### src/rtl/uart_rx_path.sv
// Receive path: synchronises and oversamples the serial input, deserialises 8N1 frames
// and queues each byte plus its framing-error flag in a show-ahead RX FIFO.
module uart_rx_path #(
  parameter int unsigned FIFO_DEPTH = 8,
  parameter int unsigned DATA_WIDTH = 8,
  parameter int unsigned OVERSAMPLE = 16
) (
  input  logic                          uart_clk,
  input  logic                          rst,
  input  logic                          baud_tick,
  input  logic                          rx_serial,
  input  logic                          rd_en,
  output logic [DATA_WIDTH-1:0]         rd_data,
  output logic                          rd_frame_err,
  output logic                          rx_empty,
  output logic                          rx_full,
  output logic [$clog2(FIFO_DEPTH):0]   rx_level,
  output logic                          rx_active,
  output logic                          overrun_err,
  input  logic                          err_clear,
  input  logic                          fifo_reset
);

  localparam int unsigned AW = $clog2(FIFO_DEPTH);
  localparam int unsigned LW = AW + 1;
  localparam int unsigned TW = $clog2(OVERSAMPLE);
  localparam int unsigned BW = (DATA_WIDTH > 1) ? $clog2(DATA_WIDTH) : 1;
  localparam int unsigned EW = DATA_WIDTH + 1;

  localparam logic [TW-1:0] TICK_HALF = TW'(OVERSAMPLE / 2 - 1);
  localparam logic [TW-1:0] TICK_LAST = TW'(OVERSAMPLE - 1);
  localparam logic [BW-1:0] BIT_LAST  = BW'(DATA_WIDTH - 1);
  localparam logic [LW-1:0] LVL_FULL  = LW'(FIFO_DEPTH);

  localparam logic [2:0] ST_IDLE       = 3'd0;
  localparam logic [2:0] ST_START      = 3'd1;
  localparam logic [2:0] ST_DATA       = 3'd2;
  localparam logic [2:0] ST_STOP       = 3'd3;
  localparam logic [2:0] ST_BREAK_WAIT = 3'd4;

  logic                  sync1_q, rxs_q;
  logic [2:0]            state_q, state_d;
  logic [TW-1:0]         tick_q, tick_d;
  logic [BW-1:0]         bit_q, bit_d;
  logic [DATA_WIDTH-1:0] shift_q, shift_d;
  logic                  push_req;

  logic [EW-1:0]         mem_q [FIFO_DEPTH];
  logic [AW-1:0]         wr_ptr_q, rd_ptr_q;
  logic [LW-1:0]         level_q;
  logic                  overrun_q;
  logic                  do_push, do_pop, overrun_set;

  // Synchroniser resets to the idle (high) line level
  always_ff @(posedge uart_clk or posedge rst) begin
    if (rst) begin
      sync1_q <= 1'b1;
      rxs_q   <= 1'b1;
    end else begin
      sync1_q <= rx_serial;
      rxs_q   <= sync1_q;
    end
  end

  always_comb begin
    state_d  = state_q;
    tick_d   = tick_q;
    bit_d    = bit_q;
    shift_d  = shift_q;
    push_req = 1'b0;
    if (baud_tick) begin
      case (state_q)
        ST_IDLE: begin
          if (!rxs_q) begin
            state_d = ST_START;
            tick_d  = '0;
          end
        end
        ST_START: begin
          if (tick_q == TICK_HALF) begin
            tick_d = '0;
            if (!rxs_q) begin
              state_d = ST_DATA;
              bit_d   = '0;
            end else begin
              state_d = ST_IDLE;
            end
          end else begin
            tick_d = tick_q + TW'(1);
          end
        end
        ST_DATA: begin
          if (tick_q == TICK_LAST) begin
            shift_d = {rxs_q, shift_q[DATA_WIDTH-1:1]};
            tick_d  = '0;
            bit_d   = bit_q + BW'(1);
            if (bit_q == BIT_LAST) state_d = ST_STOP;
          end else begin
            tick_d = tick_q + TW'(1);
          end
        end
        ST_STOP: begin
          if (tick_q == TICK_LAST) begin
            push_req = 1'b1;
            tick_d   = '0;
            state_d  = rxs_q ? ST_IDLE : ST_BREAK_WAIT;
          end else begin
            tick_d = tick_q + TW'(1);
          end
        end
        ST_BREAK_WAIT: begin
          if (rxs_q) state_d = ST_IDLE;
        end
        default: state_d = ST_IDLE;
      endcase
    end
  end

  always_ff @(posedge uart_clk or posedge rst) begin
    if (rst) begin
      state_q <= ST_IDLE;
      tick_q  <= '0;
      bit_q   <= '0;
      shift_q <= '0;
    end else begin
      state_q <= state_d;
      tick_q  <= tick_d;
      bit_q   <= bit_d;
      shift_q <= shift_d;
    end
  end

  assign rx_active = (state_q != ST_IDLE);

  // A pop in the same cycle frees the slot, so a push into a full FIFO still lands
  assign do_pop      = rd_en && (level_q != '0);
  assign do_push     = push_req && ((level_q != LVL_FULL) || do_pop);
  assign overrun_set = push_req && (level_q == LVL_FULL) && !do_pop;

  always_ff @(posedge uart_clk or posedge rst) begin
    if (rst) begin
      for (int i = 0; i < FIFO_DEPTH; i++) mem_q[i] <= '0;
      wr_ptr_q  <= '0;
      rd_ptr_q  <= '0;
      level_q   <= '0;
      overrun_q <= 1'b0;
    end else begin
      if (fifo_reset) begin
        wr_ptr_q <= '0;
        rd_ptr_q <= '0;
        level_q  <= '0;
      end else begin
        if (do_push) begin
          mem_q[wr_ptr_q] <= {!rxs_q, shift_q};
          wr_ptr_q        <= wr_ptr_q + AW'(1);
        end
        if (do_pop) rd_ptr_q <= rd_ptr_q + AW'(1);
        if (do_push && !do_pop)      level_q <= level_q + LW'(1);
        else if (!do_push && do_pop) level_q <= level_q - LW'(1);
      end
      if (overrun_set)    overrun_q <= 1'b1;
      else if (err_clear) overrun_q <= 1'b0;
    end
  end

  assign rd_data      = mem_q[rd_ptr_q][DATA_WIDTH-1:0];
  assign rd_frame_err = mem_q[rd_ptr_q][DATA_WIDTH];
  assign rx_level     = level_q;
  assign rx_empty     = (level_q == '0);
  assign rx_full      = (level_q == LVL_FULL);
  assign overrun_err  = overrun_q;

endmodule
### config.mk
export PLATFORM = sky130hd
export DESIGN_NAME = uart_rx_path
export DESIGN_NICKNAME = d
export VERILOG_FILES = /design/src/rtl/uart_rx_path.sv
export SDC_FILE = /design/constraint.sdc
export NUM_CORES = 1
export LEC_CHECK = 0
export CAP_MARGIN = 20
export CORE_UTILIZATION = 50
export CTS_CLUSTER_SIZE = 10
export DETAILED_ROUTE_END_ITERATION = 7
export PLACE_DENSITY = 0.76
export SETUP_SLACK_MARGIN = 0.3
export SYNTH_ARGS = -nofsm -noshare
export SYNTH_HDL_FRONTEND = slang
export SYNTH_SLANG_ARGS = --single-unit
### constraint.sdc
create_clock -name uart_clk -period 6.9 [get_ports uart_clk]
set_input_delay 1.035 -clock uart_clk [delete_from_list [all_inputs] [get_ports uart_clk]]
set_output_delay 1.035 -clock uart_clk [all_outputs]
set_load 0.03 [all_outputs]
==> out/results.ini, run 1 <==
[cts]
post_cts_resized = 0
cts_root_buffer = clkbuf_8
clock_latency_ps = 370
hold_buffers = 0
numCtsBuffers = 9
clock_sinks = 103
cts_tree = yes
post_cts.repair.setup_buffers = 0
clk_pin_slew_worst_paths_ps = 90
h-tree-depth = 3
clock_path_buffers = 2

[timing]
clock.fmax_mhz = 256
worst_slew_pin_slew_ps = 953
whs_ps = 361
clock_skew_ps = 14.4
rsz0062_at_grt = false
maxSlewViolCount = 0
hold_violations = 0
fin_crit_sh = 0.566
relSlewSlack = 0.365
finalSetupViolations = 0
min_period_ps = 3910
final.setup.tns_ps = 0

[worst_setup_path]
crit_fanout = 12
crit_type = flop to output port
critPathRequiredTime_ps = 5860
crit_path_start_kind = flop
cpMaxStageDelayCell = dfrtp_1
worstPathArrival_ps = 2870
crit_path_cell_trace = buf_4 > mux4_2 > mux2_2 > clkdlybuf4s50_1
end_kind = output port
cpPeakStageDelay_ps = 720

[layout]
fill_cells = 776
fin_nets = 386
seq_area_um2 = 2580
syn_to_final_growth_pct = 9.77
layout-drive-gt1-share = 0.367
multi_input_comb_area_um2 = 2260
diodes = 0
final_cell_mix = 101 x dfrtp_1, 77 x mux2_2, 23 x clkdlybuf4s50_1
final_common_cell = dfrtp_1

[floorplanning]
ios = 24
die_h_um = 102
initial_utilization = 0.515
num_rows = 36
dieArea_um2 = 10500
die_w_um = 102
core_um2 = 9770

[pwr]
peakVddDrop_uv = 144
design_power_total_mw = 1.55
power_density_nw_per_um2 = 280
p_leak_nw = 2.53

[synthesis]
synth-compound-area-share = 0.0557
syn-cell-area_um2 = 5030
synth_fa_ha_area_frac = 0.0214
syn_area_per_cell_um2 = 13.9
syn_inst = 362
ys_seq_elements = 103
synth_xor_area_frac = 0.0104
yosys.area_share.simple = 0.0686
synth_async_sr_flop_share = 1.00
syn_nets = 377
synth_edf_count = 0
synth_top_family_by_area = multiplexers
synth_cell_types = 62
synth_warnings = 0
ys_seq_area_frac = 0.513
synth_mux_area_frac = 0.293
synth-main-ff-cell = dfrtp_1

[global_routing]
grt_max_degree = 74
grt_pass1_vias = 2914
grt_overflow = 0
track_usage = 0.197
antenna_found_initial = 0
grt_pass1_wl_mm = 15.2

[place]
gp_congestion = 0.830
dp_hpwl_mm = 6.02
portBuffers = 23

[routing]
viasPerCell = 5.76
vias = 2934
drt-wirelength-per-cell_um = 18.3
drc = 0
firstDrtPassIters = 4
drt_iter0_markers = 136
detail-route-antenna-nets = 0
drt_wl_total_mm = 9.31

[run]
drv_cap = 0

[outcome]
status = finished, final reports clean

[hold_path]
holdCritPathClass = flop to flop

## final cells by class
type,instances,area share
Clock buffer,11,0.0274
Clock inverter,5,0.0113
Inverter,15,0.0106
Multi-Input combinational cell,217,0.409
Sequential cell,103,0.467
Tap cell,133,0.0301
Timing Repair Buffer,25,0.0444
## synthesized netlist by cell type (all sizes together), types with 2 or more instances
| library cell | n | area share |
|---|---|---|
| nand2 | 11 | 0.0087 |
| nor2b | 4 | 0.0065 |
| o41ai | 2 | 0.0035 |
| dfstp | 2 | 0.010 |
| or3b | 2 | 0.0035 |
| nor2 | 13 | 0.011 |
| mux2 | 85 | 0.20 |
| ha | 7 | 0.017 |
| xor2 | 2 | 0.0035 |
| dfrtp | 101 | 0.50 |
| o2111ai | 2 | 0.0047 |
| mux4 | 18 | 0.081 |
| nor3 | 7 | 0.0080 |
| xnor2 | 4 | 0.0070 |
| nor3b | 2 | 0.0030 |
| mux2i | 8 | 0.016 |
| inv | 15 | 0.011 |
| clkbuf | 8 | 0.0060 |
| a21oi | 8 | 0.0080 |
| o211ai | 2 | 0.0057 |
| o21ai | 9 | 0.0090 |
| nand3 | 3 | 0.0040 |
| nor4b | 2 | 0.0065 |
| a21o | 2 | 0.0030 |
| a22o | 2 | 0.0035 |
| buf | 19 | 0.021 |
## power breakdown
part           total [mW]  switching [mW]  internal, mW
Sequential          0.743          0.0926         0.651
Combinational       0.400           0.203         0.197
Clock               0.405           0.215         0.191
## state kept, by name (all words and copies together), names as in the netlist
signal	cells
mem_q	72
shift_q	8
rx_level	4
tick_q	4
bit_q	3
rd_ptr_q	3
state_q	3
wr_ptr_q	3
overrun_err	1
rxs_q	1
sync1_q	1
## logic make-up after synthesis
family                   Yosys count
XOR/XNOR                           6
AO/OA/AOI/OAI                     37
buffers and inverters             42
adder cells (fa/ha/maj)            8
AND/OR/NAND/NOR                   55
multiplexers                     111
flip-flops                       103
## layer usage
layer | share of wire | track usage | routed length, µm
met1 | 0.48 | 0.283 | 4480
met2 | 0.48 | 0.301 | 4440
met3 | 0.022 | 0.0260 | 205
met4 | 0.020 | 0.0857 | 184
met5 | 0 | 0 | 0
## worst max-delay path: cells and delay by family, from the launching register on
family   cells  cell delay (ps)
flops        1              720
mux          2              810
buf+inv      2              960
## path summary, 6_finish.rpt
kind	startpoint	to	slack [ps]	depth (start not counted)
min in group asynchronous	rst	mem_q[53]	1000	2
worst min register to register	sync1_q	rxs_q	360	0
worst min-delay path	sync1_q	rxs_q	360	0
max in group asynchronous	rst	mem_q[7]	4680	3
worst max-delay path	rd_ptr_q[0]	rd_data[4]	2990	4
worst max register to register	rx_level[1]	rx_level[3]	4140	7
## stage by stage
step / setup WS, ps / util / cells / cell area [µm²]
2_1_floorplan: 3160 / - / 362 / 5030
3_3_place_gp: 3360 / 0.543 / 493 / 5310
3_5_place_dp: 3310 / 0.543 / 493 / 5310
4_1_cts: 2940 / 0.565 / 509 / 5520
5_1_grt: 2840 / 0.565 / 509 / 5520
6_report: 2990 / 0.565 / 509 / 5520
(Power assumes the default switching activity.)
==> run 2, diff against run 1 <==
Settings changed: PLACE_DENSITY 0.76 to 0.79.
Clock period 6.9 ns to 3.2 ns, I/O delays scaled along.
==> run 2 against run 1 <==
Cell area rose by 2.0%. Sequential share of layout area down 0.91 points. First-iteration DRC count grew 49%.
==> out/results.ini, run 2 (synthesis results as in run 1) <==
[worst_setup_path]
cpMaxStageDelayCell = clkdlybuf4s50_1
critPathRequiredTime_ps = 2720
worstPathArrival_ps = 2250
end_kind = output port
crit_path_start_kind = flop
crit_type = flop to output port
crit_path_cell_trace = or4b_4 > inv_1 > clkdlybuf4s50_1
crit_fanout = 8
cpPeakStageDelay_ps = 660

[routing]
drt_wl_total_mm = 9.75
drt-wirelength-per-cell_um = 18.7
detail-route-antenna-nets = 0
vias = 2981
firstDrtPassIters = 4
drc = 0
drt_iter0_markers = 203
viasPerCell = 5.73

[cts]
clock_sinks = 103
clock_path_buffers = 2
cts_root_buffer = clkbuf_8
post_cts.repair.setup_buffers = 0
clk_pin_slew_worst_paths_ps = 100
numCtsBuffers = 9
cts_tree = yes
hold_buffers = 0
h-tree-depth = 3
clock_latency_ps = 380

[outcome]
status = finished, final reports clean

[layout]
fin_nets = 397
utilization = 0.576
diodes = 0
largest_register_ffs = 72
final_cell_mix = 101 x dfrtp_1, 77 x mux2_2, 18 x mux4_2
seq_area_um2 = 2580
top_register = mem_q
multi_input_comb_area_um2 = 2270
largestRegisters = mem_q x72, shift_q x8
syn_to_final_growth_pct = 12.0
fill_cells = 771
layout-drive-gt1-share = 0.388
final_common_cell = dfrtp_1

[timing]
relSlewSlack = 0.512
rsz0062_at_grt = false
hold_violations = 0
min_period_ps = 2730
clock.fmax_mhz = 367
fin_crit_sh = 0.852
worst_slew_pin_slew_ps = 730
maxSlewViolCount = 0
clock_skew_ps = 7.92
final.setup.tns_ps = 0
finalSetupViolations = 0

[pwr]
power_density_nw_per_um2 = 598
p_leak_nw = 2.69
peakVddDrop_uv = 262

[place]
dp_hpwl_mm = 6.27
portBuffers = 23
gp_congestion = 0.837

[floorplanning]
num_rows = 36
core_um2 = 9770
dieArea_um2 = 10500
initial_utilization = 0.515
die_w_um = 102
ios = 24
die_h_um = 102

[global_routing]
grt_max_degree = 35
grt_pass1_vias = 3088
antenna_found_initial = 0
grt_pass1_wl_mm = 16.3
grt_overflow = 0
track_usage = 0.212

[run]
drv_cap = 0

[hold_path]
holdCritPathClass = flop to flop

==> run 2: changes by cell type in the layout (fill, tap and decap cells not counted), sizes merged <==
cell           before  now
dlymetal6s2s        0    5
buf                 2   13
clkbuf             11   10
inv                17   16
dlygate4sd2         0    4
clkinv              1    2
clkdlybuf4s50      23   14
clkinvlp            1    2
==> run 2: critical path: cells and delay by family (launching register included) <==
| kind | cells | cell delay, ps |
|---|---|---|
| buffers and inverters | 2 | 740 |
| and+or+nand+nor | 1 | 650 |
| DFF | 1 | 480 |
==> run 2: area by class of cell <==
type,instances,share of cell area
inverters,15,0.0107
repair buffers,36,0.0618
well taps,133,0.0295
flip-flops and latches,103,0.458
multi-input cells,217,0.402
clock buffers,10,0.0244
clock inverters,6,0.0133
==> run 2: through the flow <==
step           power, mW  hold WS (ps)  instances  area [µm²]  worst slack [ps]
2_1_floorplan       2.26           345        362        5030               454
3_3_place_gp        2.49           348        504        5410               365
3_5_place_dp        2.53           349        504        5410               320
4_1_cts             3.38           363        520        5610               303
5_1_grt             3.54           367        520        5630               376
6_report            3.37           363        520        5630               475
==> run 2: final timing paths <==
path / endpoint / slack, ps / depth (start not counted) / start
setup / recovery: rx_full / 470 / 3 / rx_level[1]
min in group asynchronous: mem_q[8] / 560 / 2 / rst
hold reg to reg: rxs_q / 360 / 0 / sync1_q
setup reg to reg: rx_level[3] / 480 / 7 / rx_level[1]
hold / removal: rxs_q / 360 / 0 / sync1_q
max in group asynchronous: mem_q[18] / 1910 / 3 / rst
==> run 2: timing repair <==
action | 4_1_cts | 5_1_grt
gates resized for setup | 4 | 6
setup endpoints to repair | 4 | 6
gates cloned | 0 | 0
==> run 2: where the power goes <==
group / switching, mW / leakage [nW] / internal, mW
clock: 0.473 / 0.105 / 0.394
sequential: 0.165 / 1.37 / 1.40
combinational: 0.492 / 1.21 / 0.440
==> run 2: routing by layer <==
metal,vias up,global-route usage,part of all wire
met5,-,0,0
met4,0,0.0945,0.018
met3,14,0.0451,0.028
met2,49,0.333,0.49
met1,1556,0.286,0.46
li1,1362,-,-
==> patch (settings of run 2) <==
Register the output `rd_frame_err`, cleared by the reset; this adds one clock of latency there. The other outputs are not delayed to match.
--- a/src/rtl/uart_rx_path.sv
+++ b/src/rtl/uart_rx_path.sv
@@ -164,7 +164,13 @@
   end
 
   assign rd_data      = mem_q[rd_ptr_q][DATA_WIDTH-1:0];
-  assign rd_frame_err = mem_q[rd_ptr_q][DATA_WIDTH];
+  always_ff @(posedge uart_clk or posedge rst) begin
+    if (rst) begin
+      rd_frame_err <= '0;
+    end else begin
+      rd_frame_err <= mem_q[rd_ptr_q][DATA_WIDTH];
+    end
+  end
   assign rx_level     = level_q;
   assign rx_empty     = (level_q == '0);
   assign rx_full      = (level_q == LVL_FULL);
Check against the original RTL: same outputs for any inputs over 4 cycles, from zero or initial values and one cycle with rst high; that may be too few to reach the edited logic, so the function may still have changed.
==> patch against run 2 <==
  * Register-to-register slack improved by 30 ps
  * Global-route usage fell by 1.0 points
  * Total power fell by 0.72%
  * Critical path depth did not move
  * Synthesized area rose by 0.50%
  * Sequential cell count rose by 1
  * Clock skew rose by 7.0 ps
  * Design area rose by 0.33%
  * Fmax rose by 0.79%
  * Wire length fell by 2.1%
  * Non-clock buffer count fell by 3
  * Worst setup slack improved by 21 ps
  * Highest routed layer unchanged
==> patch: results (changes against run 2) <==
Final layout
The number of non-filler instances in the completed layout is 518 (-0.38%). The largest registers in the layout are mem_q x72, shift_q x8. The share of final-layout standard cells stronger than drive strength 1 was 0.382 (-0.00578).

The number of nets in the final layout is 395 (-0.50%). The count of inserted antenna diode cells is 0 (unchanged).

GRT
The global-route track usage on met2 is 0.332 (-0.00119). The met1 track demand over resource is 0.278 (-0.00800). The met3 track utilization from global routing was 0.0251 (-0.0201). The total track usage came to 0.202 (-0.0100). The first-pass GRT wire length is 15900 um (-2.6%). The largest net degree at the start of global routing was 72 (+110%).

The number of antenna violations at the first check in global routing is 0 (unchanged). The via count of the first global-routing pass is 3058 (-0.97%).

Power
The leakage power of the design is 0.00274 uW (+1.6%). The net switching power of the design is 1100 uW (-3.0%). The worst-case vdd ir drop is 0.240 mV (-8.1%).

STA
The clock skew after layout is 14.9 ps (+6.96 ps). The setup violation total in the final timing report came to 0 (unchanged). The transition time of the tightest slew-check pin came to 641 ps (-89.1 ps).

Clocking
The H-tree level count is 3 (unchanged). For the worst-skew pair, the clock arrives at the later sink with an insertion delay of 370 ps. The number of instances resized during post-cts repair is 0 (-4). The number of sinks handled by clock tree synthesis is 104 (+0.97%).

Yosys
The mean cell area of the mapped netlist is 13.9 um^2 (+0.22%). By area the synthesized netlist is led by dfrtp_1, mux2_2, mux4_2. The fraction of the mapped netlist area in compound gates is 0.0554 (-0.000276). The multiplexer share of the synthesized area is 0.291 (-0.00145). The number of distinct library cells after synthesis was 62 (unchanged).

The post-synthesis sequential area ratio is 0.515 (+0.00241). The xor/xnor cell area share of the yosys netlist is 0.0104 (-0.0000517). The area share of fa/ha/maj cells after synthesis is 0.0213 (-0.000106).

The synthesized net count is 378 (+0.27%). Counting instances in the post-synthesis netlist gives the leading cell types as dfrtp_1, mux2_2, mux4_2.

Route
The wire length on met1 is 4450 um (-1.2%). Signal routing reaches up to met4. The average wire length per cell after detail routing is 18.4 um (-1.7%). The routed wire length on met2 is 4800 um (+0.23%). The met3 wirelength from detailed routing came to 159 um (-43%). The DRC marker count from the first detailed-route iteration is 135 (-33%). The ratio of routed vias to standard cells was 5.77 (+0.66%).

Placed design
The setup slack after placement is 349 ps (+29.2 ps). The global placement routability congestion came to 0.821 (-2.0%). The detailed placement HPWL is 6020 um (-4.0%). The post-placement cell count is 502 (-0.40%).

Outcome
The run finished with clean final reports.

Critical path
The arrival time of data at the critical path endpoint is 2220 ps (-30 ps).

Worst hold path
The worst hold-check path type is reg2reg.
patch: cell type report:
cell class | instances | area (um^2)
sequential | 104 | 2610
timing repair buffer | 33 | 350
inverter | 15 | 60.1
clock buffer | 10 | 138
tap | 133 | 166
clock inverter | 6 | 66.3
fill | 765 | 4120
multi-input combinational | 217 | 2270
patch: critical path, stage by stage, from the launching register on:
cell,delay (ps)
dfrtp_1,480
or4b_4,650
inv_1,80
clkdlybuf4s50_1,660
patch: kinds of logic after synthesis:
group | Yosys count
multiplexers | 111
AO/OA/AOI/OAI | 37
AND/OR/NAND/NOR | 55
adder cells (fa/ha/maj) | 8
buffers and inverters | 42
flip-flops | 104
XOR/XNOR | 6
patch: worst paths after layout:
| check | start | end | slack, ps | cells after the start |
|---|---|---|---|---|
| min | sync1_q$_DFF_PP1_ | rxs_q$_DFF_PP1_ | 360 | 0 |
| min in group asynchronous | rst | tick_q[0]$_DFFE_PP0P_ | 440 | 2 |
| max reg2reg | rx_level[1]$_DFFE_PP0P_ | rx_level[3]$_DFFE_PP0P_ | 510 | 7 |
| min reg2reg | sync1_q$_DFF_PP1_ | rxs_q$_DFF_PP1_ | 360 | 0 |
| max | rx_level[1]$_DFFE_PP0P_ | rx_full | 500 | 3 |
| max in group asynchronous | rst | mem_q[36]$_DFFE_PP0P_ | 2110 | 3 |
patch: stage by stage:
step | power [uW] | cell area (um^2)
global placement | 2490 | 5420
detailed placement | 2530 | 5420
floorplan | 2270 | 5060
global route | 3520 | 5650
finish | 3340 | 5650
CTS | 3360 | 5620
patch: power groups by stage:
stage	Clock (uW)	Sequential, uW	Combinational [uW]
CTS	853	1580	923
floorplan	0	1570	697
detailed placement	0	1610	921
global route	904	1610	1010
global placement	0	1600	892
finish	835	1590	919
